[src/rtl/fetch_stage_if.sv]
// +--------------------------------------------------------------------+
// | fetch_stage_if : fetch-stage control, imem and IF/ID bundle. Rev 1.0 |
// +--------------------------------------------------------------------+
`default_nettype none

interface fetch_stage_if #(
  parameter int ADDR_WIDTH  = 16,
  parameter int INSTR_WIDTH = 24
);
  logic                   Start;
  logic                   Stall;
  logic                   BranchTaken;
  logic [ADDR_WIDTH-1:0]  BranchTarget;
  logic [ADDR_WIDTH-1:0]  ImemAddr;
  logic [INSTR_WIDTH-1:0] ImemData;
  logic [INSTR_WIDTH-1:0] instruction;
  logic                   InstrValid;
  logic [ADDR_WIDTH-1:0]  PcOut;
  logic                   Halted;
  logic [31:0]            FetchCount;

  modport master (
    input  Start, Stall, BranchTaken, BranchTarget, ImemData,
    output ImemAddr, instruction, InstrValid, PcOut, Halted, FetchCount
  );

  modport slave (
    output Start, Stall, BranchTaken, BranchTarget, ImemData,
    input  ImemAddr, instruction, InstrValid, PcOut, Halted, FetchCount
  );
endinterface

`default_nettype wire

[src/rtl/fetch_stage.sv]
// +--------------------------------------------------------------------+
// | fetch_stage : PC, sync imem driver and IF/ID register. Rev 1.0     |
// +--------------------------------------------------------------------+
`default_nettype none

module fetch_stage #(
  parameter int                    ADDR_WIDTH  = 16,
  parameter int                    INSTR_WIDTH = 24,
  parameter logic [ADDR_WIDTH-1:0] RESET_PC    = '0,
  parameter logic [3:0]            HALT_OPCODE = 4'hF
) (
  input  wire logic     clk,
  input  wire logic     rst,
  fetch_stage_if.master bus
);

  typedef enum logic [1:0] {
    ST_IDLE   = 2'd0,
    ST_RUN    = 2'd1,
    ST_HALTED = 2'd2
  } state_t;

  state_t                 r_state, w_state_nxt;
  logic [ADDR_WIDTH-1:0]  r_p, w_p_nxt;
  logic [ADDR_WIDTH-1:0]  r_a, w_a_nxt;
  logic                   r_av, w_av_nxt;
  logic [INSTR_WIDTH-1:0] r_instr, w_instr_nxt;
  logic                   r_valid, w_valid_nxt;
  logic [ADDR_WIDTH-1:0]  r_pcout, w_pcout_nxt;
  logic [31:0]            r_count, w_count_nxt;
  logic                   w_is_halt;

  assign w_is_halt = (bus.ImemData[INSTR_WIDTH-1 -: 4] == HALT_OPCODE);

  always_ff @(posedge clk) begin
    if (rst) begin
      r_state <= ST_IDLE;
      r_p     <= RESET_PC;
      r_a     <= '0;
      r_av    <= 1'b0;
      r_instr <= '0;
      r_valid <= 1'b0;
      r_pcout <= '0;
      r_count <= '0;
    end else begin
      r_state <= w_state_nxt;
      r_p     <= w_p_nxt;
      r_a     <= w_a_nxt;
      r_av    <= w_av_nxt;
      r_instr <= w_instr_nxt;
      r_valid <= w_valid_nxt;
      r_pcout <= w_pcout_nxt;
      r_count <= w_count_nxt;
    end
  end

  always_comb begin
    w_state_nxt = r_state;
    w_p_nxt     = r_p;
    w_a_nxt     = r_a;
    w_av_nxt    = r_av;
    w_instr_nxt = r_instr;
    w_valid_nxt = r_valid;
    w_pcout_nxt = r_pcout;
    w_count_nxt = r_count;
    case (r_state)
      ST_IDLE: begin
        if (bus.Start) begin
          w_state_nxt = ST_RUN;
        end
      end
      ST_RUN: begin
        if (bus.BranchTaken) begin
          w_p_nxt     = bus.BranchTarget;
          w_av_nxt    = 1'b0;
          w_valid_nxt = 1'b0;
        end else if (!bus.Stall) begin
          w_instr_nxt = bus.ImemData;
          w_pcout_nxt = r_a;
          w_valid_nxt = r_av;
          w_count_nxt = r_count + 32'(r_av);
          if (r_av && w_is_halt) begin
            // HALT is delivered but nothing behind it is fetched.
            w_state_nxt = ST_HALTED;
            w_av_nxt    = 1'b0;
          end else begin
            w_p_nxt  = r_p + ADDR_WIDTH'(1);
            w_a_nxt  = r_p;
            w_av_nxt = 1'b1;
          end
        end
      end
      ST_HALTED: begin
        if (!bus.Stall) begin
          w_valid_nxt = 1'b0;
        end
      end
      default: begin
        w_state_nxt = ST_IDLE;
      end
    endcase
  end

  // While stalled the in-flight address is re-read so ImemData still matches r_a.
  assign bus.ImemAddr    = bus.Stall ? r_a : r_p;
  assign bus.instruction = r_instr;
  assign bus.InstrValid  = r_valid;
  assign bus.PcOut       = r_pcout;
  assign bus.Halted      = (r_state == ST_HALTED);
  assign bus.FetchCount  = r_count;

endmodule

`default_nettype wire
[src/flat_wrapper.sv]
// flat-port wrapper written by rule: the top's interface ports become plain ports
module fetch_stage_flat 
#(
  parameter int                    ADDR_WIDTH  = 16,
  parameter int                    INSTR_WIDTH = 24,
  parameter logic [ADDR_WIDTH-1:0] RESET_PC    = '0,
  parameter logic [3:0]            HALT_OPCODE = 4'hF
)
  (clk, rst, bus_Start, bus_Stall, bus_BranchTaken, bus_BranchTarget, bus_ImemData, bus_ImemAddr, bus_instruction, bus_InstrValid, bus_PcOut, bus_Halted, bus_FetchCount);
  fetch_stage_if #(.ADDR_WIDTH(ADDR_WIDTH), .INSTR_WIDTH(INSTR_WIDTH)) bus_i ();
  input  wire logic clk;
  input  wire logic rst;
  input wire logic [$bits(bus_i.Start)-1:0] bus_Start;
  input wire logic [$bits(bus_i.Stall)-1:0] bus_Stall;
  input wire logic [$bits(bus_i.BranchTaken)-1:0] bus_BranchTaken;
  input wire logic [$bits(bus_i.BranchTarget)-1:0] bus_BranchTarget;
  input wire logic [$bits(bus_i.ImemData)-1:0] bus_ImemData;
  output wire logic [$bits(bus_i.ImemAddr)-1:0] bus_ImemAddr;
  output wire logic [$bits(bus_i.instruction)-1:0] bus_instruction;
  output wire logic [$bits(bus_i.InstrValid)-1:0] bus_InstrValid;
  output wire logic [$bits(bus_i.PcOut)-1:0] bus_PcOut;
  output wire logic [$bits(bus_i.Halted)-1:0] bus_Halted;
  output wire logic [$bits(bus_i.FetchCount)-1:0] bus_FetchCount;
  assign bus_i.Start = bus_Start;
  assign bus_i.Stall = bus_Stall;
  assign bus_i.BranchTaken = bus_BranchTaken;
  assign bus_i.BranchTarget = bus_BranchTarget;
  assign bus_i.ImemData = bus_ImemData;
  assign bus_ImemAddr = bus_i.ImemAddr;
  assign bus_instruction = bus_i.instruction;
  assign bus_InstrValid = bus_i.InstrValid;
  assign bus_PcOut = bus_i.PcOut;
  assign bus_Halted = bus_i.Halted;
  assign bus_FetchCount = bus_i.FetchCount;
  fetch_stage #(.ADDR_WIDTH(ADDR_WIDTH), .INSTR_WIDTH(INSTR_WIDTH), .RESET_PC(RESET_PC), .HALT_OPCODE(HALT_OPCODE)) u_core (.clk(clk), .rst(rst), .bus(bus_i));
endmodule
[config.mk]
export PLATFORM = sky130hd
export DESIGN_NAME = fetch_stage_flat
export DESIGN_NICKNAME = d
export VERILOG_FILES = /design/src/rtl/fetch_stage_if.sv /design/src/rtl/fetch_stage.sv /design/src/flat_wrapper.sv
export SDC_FILE = /design/constraint.sdc
export NUM_CORES = 1
export LEC_CHECK = 0
export CELL_PAD_IN_SITES_DETAIL_PLACEMENT = 2
export CELL_PAD_IN_SITES_GLOBAL_PLACEMENT = 2
export CORE_MARGIN = 2
export CORE_UTILIZATION = 29
export DETAILED_ROUTE_END_ITERATION = 8
export PLACE_DENSITY_LB_ADDON = 0.1
export SLEW_MARGIN = 20
export SYNTH_ARGS = -nofsm -noshare
export SYNTH_HDL_FRONTEND = slang
export SYNTH_SLANG_ARGS = --single-unit
[constraint.sdc]
create_clock -name clk -period 6.3 [get_ports clk]
set_input_delay 0.945 -clock clk [delete_from_list [all_inputs] [get_ports clk]]
set_output_delay 0.945 -clock clk [all_outputs]
set_load 0.02 [all_outputs]
**Word-level counts from Yosys, hierarchy flattened**

Cells that the tools add are included.
W data, S select, Z words.

- Bits of input ports: 45
- Flip-flop bits (word level): 108

- Reduce and logical (&&, ||, !) cells: 9
- Equal/unequal tests: 11
- Muxes and demuxes: 16
- Bitwise logic cells: 4
- $add $sub $neg: 2

Operators by type and width:

| kind | number |
|---|---|
| $mux W16 | 4 |
| $add A32 B1 Y32 | 1 |
| $add A16 B1 Y16 const B | 1 |
| $ne A2 B2 Y1 const B | 5 |
| $reduce_and A3 Y1 | 3 |
| $mux W2 | 4 |
| $mux W1 | 6 |
| $pmux W2 S3 | 1 |
| $reduce_and A5 Y1 | 1 |
| $eq A4 B4 Y1 const B | 1 |
| $ne A2 B1 Y1 const B | 2 |
| $not A1 Y1 | 4 |
| $reduce_and A4 Y1 | 1 |
| $ne A3 B3 Y1 const B | 1 |
| $eq A2 B1 Y1 const B | 1 |
| $eq A2 B2 Y1 const B | 1 |
| $logic_not A2 Y1 | 1 |
| $pmux W1 S2 | 1 |
| $reduce_and A2 Y1 | 1 |
| $reduce_bool A2 Y1 | 1 |
| $logic_and A1 B1 Y1 | 1 |

**Logic depth before layout (Yosys ltp)**

Gate-level depths: netlist of run 1.

- Depth after elaboration: 6
- Gate-level depth with buffers: 7
- Depth with buffers taken out: 6

**Least setup slack after synthesis of run 1**

OpenSTA, ideal clock, no wires.

- Path type: input port to output port
- From: in bus_Stall
- To: out bus_ImemAddr[10]
- Data arrival time: 2.026 ns
- Stages on the path: 3
- Buffers on the path: 2
- Required time: 5.355 ns
- Setup slack: 3.329 ns
- Path through: buf_1 -> buf_1 -> mux2_2

- Cells in the longest elaborated chain, start to end: 1

Ends and longest elaborated chain:

| element | line | RTL |
|---|---|---|
| start: declaration | flat_wrapper.sv:14 | `input wire logic [$bits(bus_i.Stall)-1:0] bus_Stall;` |
| $mux W16 | fetch_stage.sv:105 | `assign bus.ImemAddr = bus.Stall ? r_a : r_p;` |
| end: declaration | flat_wrapper.sv:18 | `output wire logic [$bits(bus_i.ImemAddr)-1:0] bus_ImemAddr;` |

Every way passes these cells.

**Worst setup path after layout of run 1**

- From: in bus_BranchTaken
- To: reg u_core.r_count[29] (netlist: u_core.bus.FetchCount[29])

- Cells in the longest elaborated chain, start to end: 2

Ends and longest elaborated chain:

| element | line | RTL |
|---|---|---|
| start: declaration | flat_wrapper.sv:15 | `input wire logic [$bits(bus_i.BranchTaken)-1:0] bus_BranchTaken;` |
| $not A1 Y1 (no source line) | -- |  |
| $reduce_and A3 Y1 (no source line) | -- |  |
| end signal: assignment | fetch_stage.sv:53 | `r_count <= w_count_nxt;` |
| end: declaration | fetch_stage.sv:30 | `logic [31:0] r_count, w_count_nxt;` |

Every way passes these cells.
A chain may end at the register's enable or synchronous reset.

==> results of run 1 <==
## per-stage QoR
stage,instances,power (uW),utilization [%],hold WS (ns)
finish,924,1494,41.63,0.4571
global placement,908,850.5,39.54,0.4415
CTS,924,1517,41.66,0.4636
global route,924,1557,41.63,0.4768
floorplan,585,785.0,-,0.4408
detailed placement,908,854.9,39.54,0.4535
## state kept, by name, summed over array words and instances, names as in the netlist
signal                  count
u_core.bus.FetchCount      32
u_core.bus.instruction     24
u_core.bus.PcOut           16
u_core.r_a                 16
u_core.r_p                 16
u_core.r_state              2
u_core.bus.InstrValid       1
u_core.r_av                 1
## cells in the final DEF (no fill, tap or decap), types with 3 or more instances in the layout
cell type                         instances
sky130_fd_sc_hd__nand4_1                 13
sky130_fd_sc_hd__nor2_1                  54
sky130_fd_sc_hd__inv_1                   11
sky130_fd_sc_hd__mux2i_1                 17
sky130_fd_sc_hd__o31ai_1                  8
sky130_fd_sc_hd__nor2b_1                  5
sky130_fd_sc_hd__xor2_1                   5
sky130_fd_sc_hd__nor4_1                   4
sky130_fd_sc_hd__or3_1                    9
sky130_fd_sc_hd__a21oi_1                 59
sky130_fd_sc_hd__nand3_1                 16
sky130_fd_sc_hd__mux2_2                  15
sky130_fd_sc_hd__or4_1                    5
sky130_fd_sc_hd__nor3_1                  15
sky130_fd_sc_hd__o21ai_0                 19
sky130_fd_sc_hd__ha_1                     3
sky130_fd_sc_hd__a22oi_1                  4
sky130_fd_sc_hd__clkbuf_16                9
sky130_fd_sc_hd__a31oi_1                 10
sky130_fd_sc_hd__and2_1                   4
sky130_fd_sc_hd__bufinv_16                3
sky130_fd_sc_hd__buf_4                    8
sky130_fd_sc_hd__dfxtp_1                108
sky130_fd_sc_hd__nand2_1                114
sky130_fd_sc_hd__clkdlybuf4s50_1        132
sky130_fd_sc_hd__and4_1                   6
sky130_fd_sc_hd__xnor2_1                 17
## where the power goes
group	switching [uW]	leakage (uW)	internal (uW)
logic	70.1	0.00112	59.7
registers	14.2	0.000873	694
clock network	269	0.000161	387
## layout make-up
class | instances | area share, %
sequential | 108 | 32.46
timing repair buffer | 141 | 20.81
clock inverter | 7 | 1.728
inverter | 11 | 0.6198
clock buffer | 9 | 3.381
tap | 216 | 4.057
multi-input combinational | 432 | 36.95
## kinds of logic (layout without fill, tap and decap cells)
family / count (synthesis) / in the layout
compound gates: 116 / 116
xor+xnor: 22 / 22
fa+ha+maj: 3 / 3
buf+inv: 45 / 168
flops: 108 / 108
mux: 33 / 33
simple gates: 258 / 258
## worst paths after layout
path	slack, ns	end
min	0.46	u_core.bus.PcOut[4]$_SDFFE_PP0P_
max reg2reg	3.82	u_core.bus.FetchCount[29]$_SDFFE_PP0P_
max	2.94	u_core.bus.FetchCount[29]$_SDFFE_PP0P_
min reg2reg	0.46	u_core.bus.PcOut[4]$_SDFFE_PP0P_
## worst reg2reg max path: stages (launching register included)
cell	delay [ns]
sky130_fd_sc_hd__dfxtp_1	0.37
sky130_fd_sc_hd__or4b_2	0.70
sky130_fd_sc_hd__or4_1	0.70
sky130_fd_sc_hd__nor3_2	0.21
sky130_fd_sc_hd__nand2_1	0.11
sky130_fd_sc_hd__mux2_4	0.30
## metal layers
metal / up-vias / track usage, % / wire (microns)
met3: 9 / 4.866 / 668
met1: 2332 / 23.38 / 7396
met4: 0 / 3.704 / 129
met5: - / 0 / 0
li1: 2264 / - / -
met2: 88 / 33.59 / 8413
==> out/summary.md, run 1 <==
The flow ran to the end, and the final reports show no timing, DRC or antenna violations. Compared with the post-synthesis result, the final layout area differs by 39.01%. The floorplan has 46 rows. TritonCTS built the clock tree. The congestion estimate from routability-driven global placement came to 0.7596.

The number of buffer and inverter instances along the worst setup path was 2; the max capacitance violation total was 0. The finished cells cover 6661 sq um. The antenna diode instance count is 0. The global-route wire length before repair was 26990 microns; the register area was 2162 sq um. The total CTS buffers is 9.

The critical path class is primary input to flip-flop. Between clock sinks in the finished design, the worst skew comes to 0.006741 ns. Sequential element share of the synthesized area: 45.12%. The worst pin sits at a relative slew slack of 43.91%.

The clock transition at the register clock pins on the worst setup and hold paths after CTS came out at 0.08 ns. Among cell families on the critical path, the largest total delay comes from simple AND/OR/NAND/NOR gates. The filler cell count is 1796, and the number of unique standard cell types used by synthesis is 50. The total overflow left after global routing is 0. The run gives 0 as the final number of hold-violating endpoints. The cell depth of the worst flop-to-flop path was 5; the maximum fanout along the worst path was 39. The H-tree generated during clock tree synthesis spans 3 levels. Synthesis produced a netlist with a net count of 633. The count of nets left with antenna violations once routing finished came out at 0.

Number of input and output port buffers inserted: 134. By count the netlist is led by sky130_fd_sc_hd__nand2_1 (114), sky130_fd_sc_hd__dfxtp_1 (108), sky130_fd_sc_hd__a21oi_1 (59). The worst setup margin is 2.944 ns.

At the worst endpoint, the arrival time is 3.61 ns. The critical path goes through clkdlybuf4s50_1 -> buf_4 -> or4b_2 -> or4_1 -> nor3_2 -> nand2_1 -> mux2_4. The slew at the pin closest to its max-slew limit works out to 0.8413 ns.

The floorplan die area is 17570 sq um. The placed instances occupy a cell area of 6326 sq um. In the synthesized netlist the dominant register cell turns out to be sky130_fd_sc_hd__dfxtp_1. Based on the critical path, the design can be clocked at up to 298.0 MHz.

The final max-slew violation count is 0, and the detailed-route wire length is 16610 microns. In this run the number of cells on the critical path is 7. Fraction of synthesis flops using an asynchronous set or reset pin: 0%. STA classifies the critical path startpoint as a primary input.

Entering global routing, the biggest net connects 77 pins. At the end of the flow, the number of nets in the layout was 751. The synthesized netlist devotes 4.021% of its cell area to XOR and XNOR gates.

Dividing the detail-routed wire length by the instance count gives 17.97 microns. Counting flops and latches in the post-synthesis netlist gives 108. The number of hold buffers added after cts is 0, and the buffer depth of the longest clock path is 2. The required time of the critical path was 6.55 ns; the power per cell area was 224.3 nW/um^2.

The overall routing resource usage is 18.99%, and the proportion of synthesized area in mux cells is 7.389%. Setup violations remaining at the end of the flow were counted as 0. The via count of the first global-routing pass is 5073, and the peak supply drop is 129.4 uV. CTS saw 108 sinks. The cell at the root of the clock tree is sky130_fd_sc_hd__clkbuf_16. Share of layout cells above drive strength 1: 6.780%. The y dimension of the die came out at 132.5 microns. For this block, the initial DRC count from the detailed router was 168. The worst register-to-register path begins at u_core.r_state[1]$_SDFFE_PP0P_. The synthesized cell area was 4792 sq um. The tools report the top-level port count as 135.

The first-pass detailed-route iteration total came out at 4. The leading area contributor after synthesis is sky130_fd_sc_hd__dfxtp_1. The analysis attributes to cell leakage a power of 0.002154 uW. Synthesis handed over a netlist of 585 instances.

In this run, synthesis inferred 0 flip-flops with an integrated enable. The worst-skew pair later-pin latency came out at 0.36 ns. Pre-CTS setup slack: 2.023 ns. The startpoint identified for the worst hold timing path is u_core.bus.PcOut[4]$_SDFFE_PP0P_. The synthesized-area fraction occupied by ao, oa, aoi and oai cells is 14.07%, and the vias after detailed routing is 4693. Setup repair after global routing left no endpoint under its margin.

Master of the slowest instance on the critical path: sky130_fd_sc_hd__or4_1. The run gives 0 ns as the setup TNS. The multi-input combinational cells in the finished layout cover a total of 2461 sq um. In this design, the stage delay of the slowest critical-path cell is 0.70 ns.

In the post-synthesis netlist, the biggest area contributors are sky130_fd_sc_hd__dfxtp_1 (45%), sky130_fd_sc_hd__nand2_1 (8.9%), sky130_fd_sc_hd__a21oi_1 (6.2%). The post-synthesis area per instance is 8.192 sq um. The post-CTS repair timing setup buffer count was 0; the DRC violation count after routing was 0. The die is 132.5 microns wide. The run gives 0 as the count of warnings emitted by yosys. The number of antenna violations at the first check in global routing is 0. The initial utilization of the core area, before any placement, comes to 29.95%. In this run, post-CTS repair resized a total of 0 instances. The most frequent cell after synthesis was sky130_fd_sc_hd__nand2_1.

The fraction of post-synthesis cell area in the top cell type by area is 45.12%, and the time the worst path needs with I/O delays and setup is 3.356 ns. In the finished design, the share of the clock period the worst path needs comes to 53.27%. By area, the combinational part of the netlist is dominated by simple AND/OR/NAND/NOR gates. Summing the areas of all fa, ha and maj instances in the mapped netlist gives 0.7833% of the synthesized area. Class of the tightest hold or removal check: flip-flop to flip-flop.

The placeable core area is 16000 sq um, and the share of synthesized cell area in and, or, nand and nor gates is 24.96%. The HPWL after detailed placement is 11470 microns. Dividing the detail-routed via count by the number of cells gives 5.079. The tools report the launching element of the worst setup path as bus_BranchTaken. Along the worst hold path, the cell count comes to 2. STA classifies the critical path endpoint as a flip-flop.
Power figures use the tool's default switching activity.
==> run 2, diff against run 1 <==
Settings changed: CORE_UTILIZATION 29 to 27.
Clock period 6.3 ns to 3.1 ns, I/O delays scaled along.
==> run 2 against run 1 <==
Non-clock buffer count up 6. Sequential share of layout area down 0.22 points. Highest routed layer unchanged. Cell count up 1.6%. Largest cell class unchanged. Register-to-register slack worse by 3.3 ns. Global-route usage down 1.5 points. Critical endpoint is now bus_ImemAddr[8].
==> out/summary.md, run 2 (same netlist as run 1, synthesis figures left out) <==
Measured against its own limit, the worst slew margin works out to 59.86%. In the final design database the tool counted 757 nets. Number of standard-cell rows in the floorplan: 48. The top-level port count was 135; the cell leakage power was 0.002181 uW. At the worst endpoint, the required time is 2.63 ns. The worst path needs 2.713 ns of the cycle, external delays included. The area growth from synthesis to layout works out to 39.97%. The clock transition at the register clock pins on the worst setup and hold paths after CTS was 0.07 ns. The run finished with clean final reports.

The total CTS buffers is 9. The power per cell area was 446.0 nW/um^2. The die covers 18830 sq um. The worst-skew pair later-pin latency is 0.35 ns, and the peak supply drop is 263.3 uV. Setup repair after global routing left no endpoint under its margin.

After detailed routing, the average wire length per cell comes to 17.34 microns. Measured along the y axis, the die boundary spans 137.2 microns. The number of input and output port buffers inserted is 134, and the global-route wire length before repair is 25880 microns. Post-CTS repair changed the size of 0 cells. Cells fill 38.78% of the core in the end. The aggregate global routing overflow is 0, and the placeable core area is 17300 sq um.

In this run the worst hold path is classified as flip-flop to flip-flop. The post-CTS repair timing setup buffer count was 0; the setup TNS was 0 ns. The logs give 1943 for the filler cell count and 0.008671 ns for the clock tree skew after final layout.

The total of endpoints with negative setup slack in the final report came out at 0. Leaving out fill and tap cells, the most frequent cell in the layout is sky130_fd_sc_hd__clkdlybuf4s50_1. Share of layout cells above drive strength 1: 7.423%. After the first detailed-routing iteration, the DRC count stood at 115. After detailed routing, the number of remaining DRC violations is 0. For the first-pass detailed-route iteration total, the log shows 4. The run gives 27.71% as the initial cell density of the core. The tree is rooted in a sky130_fd_sc_hd__clkbuf_16. Dividing the detail-routed via count by the number of cells gives 5.066. The multi-input logic area was 2461 sq um; the maximum fanout along the worst path was 22.

The weighted congestion reported at the end of routability-driven placement was 0.7558. The setup path with the least slack is of type primary input to primary output. Data arrives at the worst endpoint at 2.25 ns.

The number of antenna diodes in the final layout is 0. TritonCTS built the clock tree. For the pin with the worst max-slew slack, the measured transition is 0.5975 ns.

The HPWL after detailed placement is 11750 microns. Across every metal layer, demand over resource in global routing totals 17.45%. The final number of hold-violating endpoints was 0; the number of antenna violations at the first check in global routing was 0. Across the whole layout, storage elements account for 2162 sq um. The register with the most flip-flops in the layout has 32 of them. The H-tree was split into 3 levels. The die is 137.2 microns wide.

For the max capacitance violation total, the log shows 0. The final critical path takes up 87.51% of the cycle. The count of nets left with antenna violations once routing finished came out at 0. The worst setup path is captured at a primary output. The clock net in this run drives a total of 108 sinks. Entering global routing, the biggest net connects 51 pins.

The startpoint kind of the worst setup timing path is a primary input. In the post-route analysis, the smallest setup slack over all paths is 0.3871 ns. The final max-slew violation count is 0, and the pre-CTS setup slack is 0.01328 ns.

The buffer depth of the longest clock path was 2. The via count of the first global-routing pass is 4873, and the highest achievable clock rate is 368.6 MHz. The detailed-route wire length came out at 16280 microns. The tools report the vias after detailed routing as 4757. After clock tree synthesis, the flow added hold-fix buffers numbering 0. In the layout the commonest cells are sky130_fd_sc_hd__clkdlybuf4s50_1 (133), sky130_fd_sc_hd__nand2_1 (114), sky130_fd_sc_hd__dfxtp_1 (108).
==> run 2: stage by stage <==
| stage | std cells | power, uW | hold WS, ns | area (sq um) |
|---|---|---|---|---|
| after floorplan | 585 | 1595 | 0.4408 | 4792 |
| after global placement | 923 | 1731 | 0.4414 | 6382 |
| after detailed placement | 923 | 1740 | 0.4498 | 6382 |
| after CTS | 939 | 3041 | 0.4635 | 6708 |
| after global routing | 939 | 3109 | 0.4824 | 6708 |
| final | 939 | 2992 | 0.4580 | 6708 |
==> run 2: final timing paths <==
| path | start | end | slack, ns | cells past startpoint |
|---|---|---|---|---|
| max | bus_Stall | bus_ImemAddr[8] | 0.39 | 4 |
| min | u_core.bus.instruction[14]$_SDFFE_PP0P_ | u_core.bus.instruction[14]$_SDFFE_PP0P_ | 0.46 | 2 |
| min reg2reg | u_core.bus.instruction[14]$_SDFFE_PP0P_ | u_core.bus.instruction[14]$_SDFFE_PP0P_ | 0.46 | 2 |
| max reg2reg | u_core.r_state[0]$_SDFFE_PP0P_ | u_core.bus.FetchCount[29]$_SDFFE_PP0P_ | 0.54 | 5 |
==> run 2: routing by layer <==
metal / vias to the layer above / track usage [%] / routed length [microns]
met4: 0 / 6.014 / 252
met5: - / 0 / 0
met2: 96 / 29.71 / 7900
met1: 2356 / 22.75 / 7475
met3: 16 / 2.208 / 653
li1: 2289 / - / -
==> run 2: critical path, stage by stage <==
cell	delay (ns)
sky130_fd_sc_hd__clkdlybuf4s50_1	0.49
sky130_fd_sc_hd__buf_4	0.32
sky130_fd_sc_hd__mux2_2	0.41
sky130_fd_sc_hd__clkdlybuf4s50_1	0.55
==> run 2: cell type report <==
class	instances	area share [%]
clock buffers	10	3.563
clock inverters	6	1.287
inverters	11	0.6156
multi-input cells	432	36.69
flip-flops and latches	108	32.23
well taps	225	4.197
repair buffers	147	21.41
==> run 2: power breakdown <==
| group | switching, uW | leakage, uW | internal [uW] |
|---|---|---|---|
| Sequential | 29.7 | 0.000873 | 1410 |
| Clock | 557 | 0.000159 | 732 |
| Combinational | 137 | 0.00115 | 126 |
